[src/rtl/reg_file_sb.sv]
// Register file with two combinational read ports, one write port with
// same-cycle write-through bypass, and a per-register pending-write scoreboard.
// Latency: reads are combinational; writes, claims and clears land on the next
// posedge. Backpressure: none. Writes, claims and clr_start presented while the
// clear engine is active are dropped, not queued.
//
// Ports:
//   clk, rst                  clock (posedge) and asynchronous active-high reset
//   we, wa, wd                write port (entry[wa] <= wd, pending[wa] <= 0)
//   ra1/rd1, ra2/rd2          combinational read ports with write bypass
//   pc_in                     value returned when the PC-mapped register is read
//   claim, claim_addr         mark a register as having an in-flight producer
//   busy1, busy2              pending bit for ra1 / ra2
//   clr_start                 start the sequential clear sweep
//   clr_busy, clr_done        sweep in progress / one-cycle completion pulse

module reg_file_sb #(
   parameter int DATA_W   = 32,
   parameter int ADDR_W   = 4,
   parameter int ZERO_REG = 1,
   parameter int PC_REG   = 1
) (
   input  logic              clk,
   input  logic              rst,
   input  logic              we,
   input  logic [ADDR_W-1:0] wa,
   input  logic [DATA_W-1:0] wd,
   input  logic [ADDR_W-1:0] ra1,
   input  logic [ADDR_W-1:0] ra2,
   output logic [DATA_W-1:0] rd1,
   output logic [DATA_W-1:0] rd2,
   input  logic [DATA_W-1:0] pc_in,
   input  logic              claim,
   input  logic [ADDR_W-1:0] claim_addr,
   output logic              busy1,
   output logic              busy2,
   input  logic              clr_start,
   output logic              clr_busy,
   output logic              clr_done
);

   localparam int                NREG      = 1 << ADDR_W;
   localparam logic [ADDR_W-1:0] LAST_ADDR = ADDR_W'(NREG - 1);

   // Clear engine states
   localparam logic [1:0] S_IDLE  = 2'd0;
   localparam logic [1:0] S_CLEAR = 2'd1;
   localparam logic [1:0] S_DONE  = 2'd2;

   logic [DATA_W-1:0] regs_q [NREG];
   logic [DATA_W-1:0] regs_d [NREG];
   logic [NREG-1:0]   pend_q;
   logic [NREG-1:0]   pend_d;
   logic [1:0]        state_q;
   logic [1:0]        state_d;
   logic [ADDR_W-1:0] idx_q;
   logic [ADDR_W-1:0] idx_d;

   logic              idle;
   logic              wr_en;
   logic              claim_en;
   logic              bypass_en;

   // Address 0 (zero register) and/or NREG-1 (PC register) are hard-wired:
   // they never hold written data and are never marked pending.
   function automatic logic is_rsvd(input logic [ADDR_W-1:0] a);
      return ((ZERO_REG != 0) && (a == '0)) ||
             ((PC_REG != 0) && (a == LAST_ADDR));
   endfunction

   // Read mux shared by both ports. Hard-wired registers take priority over
   // the bypass so a dropped write to them is never visible, even in the same
   // cycle.
   function automatic logic [DATA_W-1:0] read_mux(
      input logic [ADDR_W-1:0] ra,
      input logic [DATA_W-1:0] stored
   );
      logic [DATA_W-1:0] val;
      val = stored;
      if ((ZERO_REG != 0) && (ra == '0)) begin
         val = '0;
      end else if ((PC_REG != 0) && (ra == LAST_ADDR)) begin
         val = pc_in;
      end else if (bypass_en && (wa == ra)) begin
         val = wd;
      end
      return val;
   endfunction

   assign idle      = (state_q == S_IDLE);
   // Writes and claims are only honoured while the clear engine is idle;
   // during the sweep they are dropped so the file ends up fully zeroed.
   assign bypass_en = we && idle;
   assign wr_en     = we && idle && !is_rsvd(wa);
   assign claim_en  = claim && idle && !is_rsvd(claim_addr);

   // ------------------------------------------------------------------
   // Read ports
   // ------------------------------------------------------------------
   always_comb begin
      rd1 = read_mux(ra1, regs_q[ra1]);
      rd2 = read_mux(ra2, regs_q[ra2]);
   end

   // No bypass on busy: a same-cycle write does not hide the pending bit
   // until it has actually landed.
   always_comb begin
      busy1 = is_rsvd(ra1) ? 1'b0 : pend_q[ra1];
      busy2 = is_rsvd(ra2) ? 1'b0 : pend_q[ra2];
   end

   assign clr_busy = (state_q == S_CLEAR);
   assign clr_done = (state_q == S_DONE);

   // ------------------------------------------------------------------
   // Clear engine
   // ------------------------------------------------------------------
   always_comb begin
      state_d = state_q;
      idx_d   = idx_q;
      case (state_q)
         S_IDLE: begin
            if (clr_start) begin
               state_d = S_CLEAR;
               idx_d   = '0;
            end
         end
         S_CLEAR: begin
            // idx stops at the last entry instead of wrapping
            if (idx_q == LAST_ADDR) begin
               state_d = S_DONE;
            end else begin
               idx_d = idx_q + ADDR_W'(1);
            end
         end
         S_DONE: begin
            state_d = S_IDLE;
         end
         default: begin
            state_d = S_IDLE;
         end
      endcase
   end

   // ------------------------------------------------------------------
   // Storage and scoreboard next-state
   // ------------------------------------------------------------------
   always_comb begin
      regs_d = regs_q;
      pend_d = pend_q;
      if (wr_en) begin
         regs_d[wa] = wd;
         pend_d[wa] = 1'b0;
      end
      // Applied after the write so that a same-cycle claim of the written
      // register leaves it pending: the claimer is a newer producer.
      if (claim_en) begin
         pend_d[claim_addr] = 1'b1;
      end
      // Sweep writes one entry per cycle; reserved entries are cleared too,
      // which is harmless since they are never read from storage.
      if (state_q == S_CLEAR) begin
         regs_d[idx_q] = '0;
         pend_d[idx_q] = 1'b0;
      end
   end

   always_ff @(posedge clk or posedge rst) begin
      if (rst) begin
         for (int i = 0; i < NREG; i++) begin
            regs_q[i] <= '0;
         end
         pend_q  <= '0;
         state_q <= S_IDLE;
         idx_q   <= '0;
      end else begin
         regs_q  <= regs_d;
         pend_q  <= pend_d;
         state_q <= state_d;
         idx_q   <= idx_d;
      end
   end

endmodule
[config.mk]
export PLATFORM = sky130hd
export DESIGN_NAME = reg_file_sb
export DESIGN_NICKNAME = d
export VERILOG_FILES = /design/src/rtl/reg_file_sb.sv
export SDC_FILE = /design/constraint.sdc
export NUM_CORES = 2
export LEC_CHECK = 0
export CAP_MARGIN = 20
export CORE_MARGIN = 8
export CORE_UTILIZATION = 60
export CTS_BUF_LIST = sky130_fd_sc_hd__clkbuf_16
export DETAILED_ROUTE_END_ITERATION = 10
export GPL_ROUTABILITY_DRIVEN = 0
export HOLD_SLACK_MARGIN = 0.03
export PLACE_DENSITY_LB_ADDON = 0.15
export SETUP_SLACK_MARGIN = 0.05
export SLEW_MARGIN = 20
export SYNTH_ARGS = -nofsm -noshare
export SYNTH_HDL_FRONTEND = slang
export SYNTH_SLANG_ARGS = --single-unit
export TNS_END_PERCENT = 100
[constraint.sdc]
create_clock -name clk -period 21.4 [get_ports clk]
set_input_delay 2.14 -clock clk [delete_from_list [all_inputs] [get_ports clk]]
set_output_delay 2.14 -clock clk [all_outputs]
set_load 0.1 [all_outputs]
# --- After elaboration in Yosys (flattened, before gate mapping) ---
# Cells that the tools add are included.
word_totals:
  input_bits: 85
  out_inout_bits: 68
  elab_cells: 122
  reg_bits: 534
classes:
  n_lt_le_gt_ge: 14
  bitwise: 11
  eq_ne: 12
  n_mux: 40
  n_reduce_logical: 25
  add_sub_neg: 1
ops:
  columns: ["cell", "n"]
  rows:
  - ["512-bit two-way mux", 2]
  - ["512-bit AND", 1]
  - ["512-bit bitwise mux", 1]
  - ["512-bit NOT", 1]
  - ["32-bit two-way mux", 12]
  - ["32-bit binary-select mux with 4-bit select", 2]
  - ["32-bit demux with 4-bit select", 2]
  - ["16-bit two-way mux", 3]
  - ["16-bit AND", 2]
  - ["16-bit NOT", 2]
  - ["4-bit by 5-bit less-than comparator with 1-bit output, second input constant", 5]
  - ["4-bit == test, second input constant", 5]
  - ["5-bit >= comparator, second input constant", 4]
  - ["4-bit NOT with 5-bit output", 4]
  - ["4-bit logical NOT", 4]
  - ["16-bit bitwise OR", 1]
  - ["1-bit demux with 4-bit select", 3]
  - ["4-bit by 1-bit >= comparator with 1-bit output, second input constant", 3]
  - ["1-bit logical AND", 11]
  - ["5-bit by 1-bit less-than comparator with 1-bit output, second input constant", 2]
  - ["1-bit binary-select mux with 4-bit select", 2]
  - ["4-bit == test", 2]
  - ["4-bit two-way mux", 2]
  - ["4-bit case mux with 2 select lines", 1]
  - ["14 further kinds", 26]

# --- Longest topological paths before layout ---
depth:
  depth_word: 11
  depth_mapped: 9
  ltp_nobuf: 6

# --- Worst setup path after synthesis ---
# OpenSTA, ideal clock, no wires.
synth_path:
  kind: "in2out"
  startpoint: "in ra2[3]"
  endpoint: "out rd2[25]"
  path_stages: 8
  n_path_buf: 3
  required_ps: 19260
  slack_ps: 13739
  t_arrival_ps: 5521
  path_cell_list: "buf_2 -> and2_1 -> and3_1 -> clkbuf_1 -> a21oi_2 -> clkbuf_1 -> o21ai_0 -> o21ai_0"
synth_via:
  elab_chain_cells: 7
  elab_cells_between_ends: 11
  classes_between: "eq/ne: 2; mux: 6; bitwise: 1; reduce/logical: 2"
synth_rtl:
  columns: ["element", "line_no", "rtl"]
  rows:
  - ["start, declared", "29", "input logic [ADDR_W-1:0] ra2,"]
  - ["4-bit NOT with 5-bit output (not written as such)", "102", "rd2 = read_mux(ra2, regs_q[ra2]);"]
  - ["32-bit binary-select mux with 4-bit select", "102", null]
  - ["32-bit two-way mux (not written as such) (2 in a row)", "102", null]
  - ["32-bit two-way mux", "84", "end else if (bypass_en && (wa == ra)) begin"]
  - ["32-bit two-way mux", "82", "end else if ((PC_REG != 0) && (ra == LAST_ADDR)) begin"]
  - ["32-bit two-way mux *", "80", "if ((ZERO_REG != 0) && (ra == '0)) begin"]
  - ["end, declared", "31", "output logic [DATA_W-1:0] rd2,"]
# Mark *: on every way between the ends. The rest lies on a longest branch, timed or not. The select of a mux whose other input is x is not followed.

# --- Worst setup path after layout ---
layout_path:
  startpoint: "in ra1[1]"
  endpoint: "out rd1[26]"
layout_via:
  elab_chain_cells: 7
  elab_cells_between_ends: 11
  classes_between: "eq/ne: 2; mux: 6; bitwise: 1; reduce/logical: 2"
layout_rtl:
  columns: ["element", "line_no", "rtl"]
  rows:
  - ["start, declared", "28", "input logic [ADDR_W-1:0] ra1,"]
  - ["4-bit NOT with 5-bit output (not written as such)", "101", "rd1 = read_mux(ra1, regs_q[ra1]);"]
  - ["32-bit binary-select mux with 4-bit select", "101", null]
  - ["32-bit two-way mux (not written as such) (2 in a row)", "101", null]
  - ["32-bit two-way mux", "84", null]
  - ["32-bit two-way mux", "82", null]
  - ["32-bit two-way mux *", "80", null]
  - ["end, declared", "30", "output logic [DATA_W-1:0] rd1,"]
# Marked as above.

==> metrics.txt <==
status=completed; final instance area=33,900 µm²; hpwl dp=70,000 µm; CTS clk-pin slew, worst paths=60 ps; CP endpoint kind=output pin; vias in the first global route=28.2k; Seq cells post-synth=534; post-CTS setup buffer count=0; Max Fanout on Critical Path=61; CTS H-Tree Depth=2; GRT Residual Overflow=0; Synth warnings=0; die height=240 µm; die outline width=240 µm; initial antenna violation count=8; # setup viols final=0; clk sinks=534; drt wl/cell=30.6 µm; max cap viols=0; most common flop cell mapped by yosys=dfrtp_1; setup TNS=0 ps; largest net degree at the start of global routing=195; number of core rows=82; Syn Area/Cell=9.49 µm²; slowest CP cell=a211oi_1; Worst Tran Pin Value=1300 ps; Post-DRT Antenna Nets=0; layout cell share with drive strength beyond 1=0.121; FFs w/ async S/R, synth=1.00; root buffer cell=clkbuf_16; total track usage=0.410; Setup CP Type=in2out; final WL=118,000 µm; Setup crit start kind=input port; # hold bufs at CTS=0; CTS tree=built; die area=57,800 µm²; CTS max path bufs=3; CP dominant cell by count=buf_4; Place WS=12,480 ps; Post-DP Area=31,900 µm²; cts repair resizes=0; Critical Path RT=19,260 ps; nets@finish=3,241; worst setup margin=12,010 ps; crit-path cells=buf_6 -> buf_4 -> buf_4 -> mux4_2 -> a211o_1 -> a211oi_1 -> o21ai_0 -> clkdlybuf4s50_1; post-synth top area cell=dfrtp_1; placed insts=3,761; worst hold path class=reg2reg; fillers=3,942; Tmin final=9390 ps; port buffer count=152; fmax=0.106 GHz; RSZ-0062 raised after global routing=false; Post-Syn Nets=3,272; peak supply drop=0.0000869 V; Final Cycle Share=0.439; post-synthesis sequential area ratio=0.442; Lkg Pwr=14.4 nW; count leader, synth=nand2_1; I/O pin cnt=153; global-route wire length before repair=176,000 µm; WP data arrival=7250 ps; Reg2Reg Setup Slack=18,310 ps; Vias/cell=7.15; Yosys cell types=45; Initial Util=0.605; fin cells=3,875; Core Footprint=50,000 µm²; Yosys top cell area share=0.442; Post-synth EDFFs=0; DRC violation total after the first TritonRoute iteration=3,990; drt drc=0; Setup Skew=14.9 ps; Synth Cell Area=30,200 µm²; Final Hold Vio Count=0; P&R area growth vs syn=12.1%; latest clock arrival within the worst-skew pair=630 ps; number of buffers created by CTS=56; Synth area leaders=dfrtp_1 (44%), mux4_2 (14%), nand2_1 (12%); worst stage delay on the critical path=1050 ps; DRT Pass-1 Iters=7; top cells by count, synth=nand2_1 (960), dfrtp_1 (534), a21oi_1 (451); cell count after synthesis=3,183; PwrDens=115 nW/µm²; max_slew headroom=0.126; Max Slew Vio Count=0; total number of vias=27.7k
## cells by family (layout without fill, tap and decap cells)
kind of cell | Yosys count | after routing | share of synthesized area
fa+ha+maj | 4 | 4 | 0.00166
simple gates | 1167 | 1167 | 0.160
mux | 346 | 346 | 0.192
compound gates | 803 | 803 | 0.155
flops | 534 | 534 | 0.442
other cells | 0 | 4 | 0
xor+xnor | 9 | 9 | 0.00261
buf+inv | 320 | 336 | 0.0468
## worst max-delay path, delay by kind of cell
| family | cells | cell delay [ps] |
|---|---|---|
| AOI/OAI and AO/OA | 3 | 1600 |
| buffers and inverters | 4 | 3030 |
| muxes | 1 | 440 |
## where the power goes
group | internal (W) | total, W | switching (W) | leakage [nW]
Combinational | 0.000495 | 0.00135 | 0.000859 | 6.10
Sequential | 0.00130 | 0.00155 | 0.000249 | 7.33
Clock | 0.000554 | 0.000988 | 0.000433 | 0.931
## state kept, by name (all words and copies together), names as in the netlist
register	count
regs_q	512
idx_q	4
pend_q	16
state_q	2
## worst paths after layout
check	startpoint	to	depth (start not counted)
setup / recovery	ra1[1]	rd1[26]	8
hold / removal	regs_q[495]	regs_q[495]	1
setup reg to reg	state_q[1]	regs_q[179]	6
hold reg to reg	regs_q[495]	regs_q[495]	1
max in group asynchronous	rst	regs_q[88]	5
min in group asynchronous	rst	pend_q[12]	2
## routing by layer
layer,GRT usage,share of wire,up-vias
met5,0.0190,0.0018,-
met4,0.296,0.077,8
met3,0.152,0.14,652
met2,0.602,0.44,2362
met1,0.492,0.34,13537
li1,-,-,11156
## cell usage in the layout (no fill, tap or decap), types with 4 or more instances in the layout
cell type,n
nand2_1,959
dfrtp_1,534
a21oi_1,450
mux4_2,186
mux2i_1,160
clkdlybuf4s50_1,148
o21ai_0,104
o22ai_1,80
and2_1,78
buf_4,67
clkbuf_16,57
nor2_1,52
a22o_1,48
a211o_1,38
a211oi_1,38
a32oi_1,26
inv_1,16
a22oi_1,12
clkinv_2,11
clkinv_1,11
nor2_4,10
nand3_1,8
nor2b_1,8
xnor2_1,7
and2_2,6
bufinv_16,6
nand4_1,5
nand3b_1,5
and3_1,5
buf_16,5
diode_2,4
nand2b_1,4
ha_1,4
clkinvlp_4,4
## metrics by stage
step	util	power, W	hold slack, ps
floorplan	-	0.00246	466
global placement	0.638	0.00280	482
detailed placement	0.639	0.00287	491
CTS	0.675	0.00384	509
global route	0.678	0.00403	528
finish	0.678	0.00389	509
## cell type report
cell class	count	area [µm²]	share of cell area
sequential	534	13400	0.395
clock inverter	48	382	0.0113
clock buffer	57	1430	0.0421
timing repair buffer	227	2220	0.0657
multi-input combinational	2329	15600	0.460
antenna	4	10.0	0.000296
tap	672	841	0.0248
inverter	4	22.5	0.000665
No activity file was read; power rests on OpenSTA's default activity.
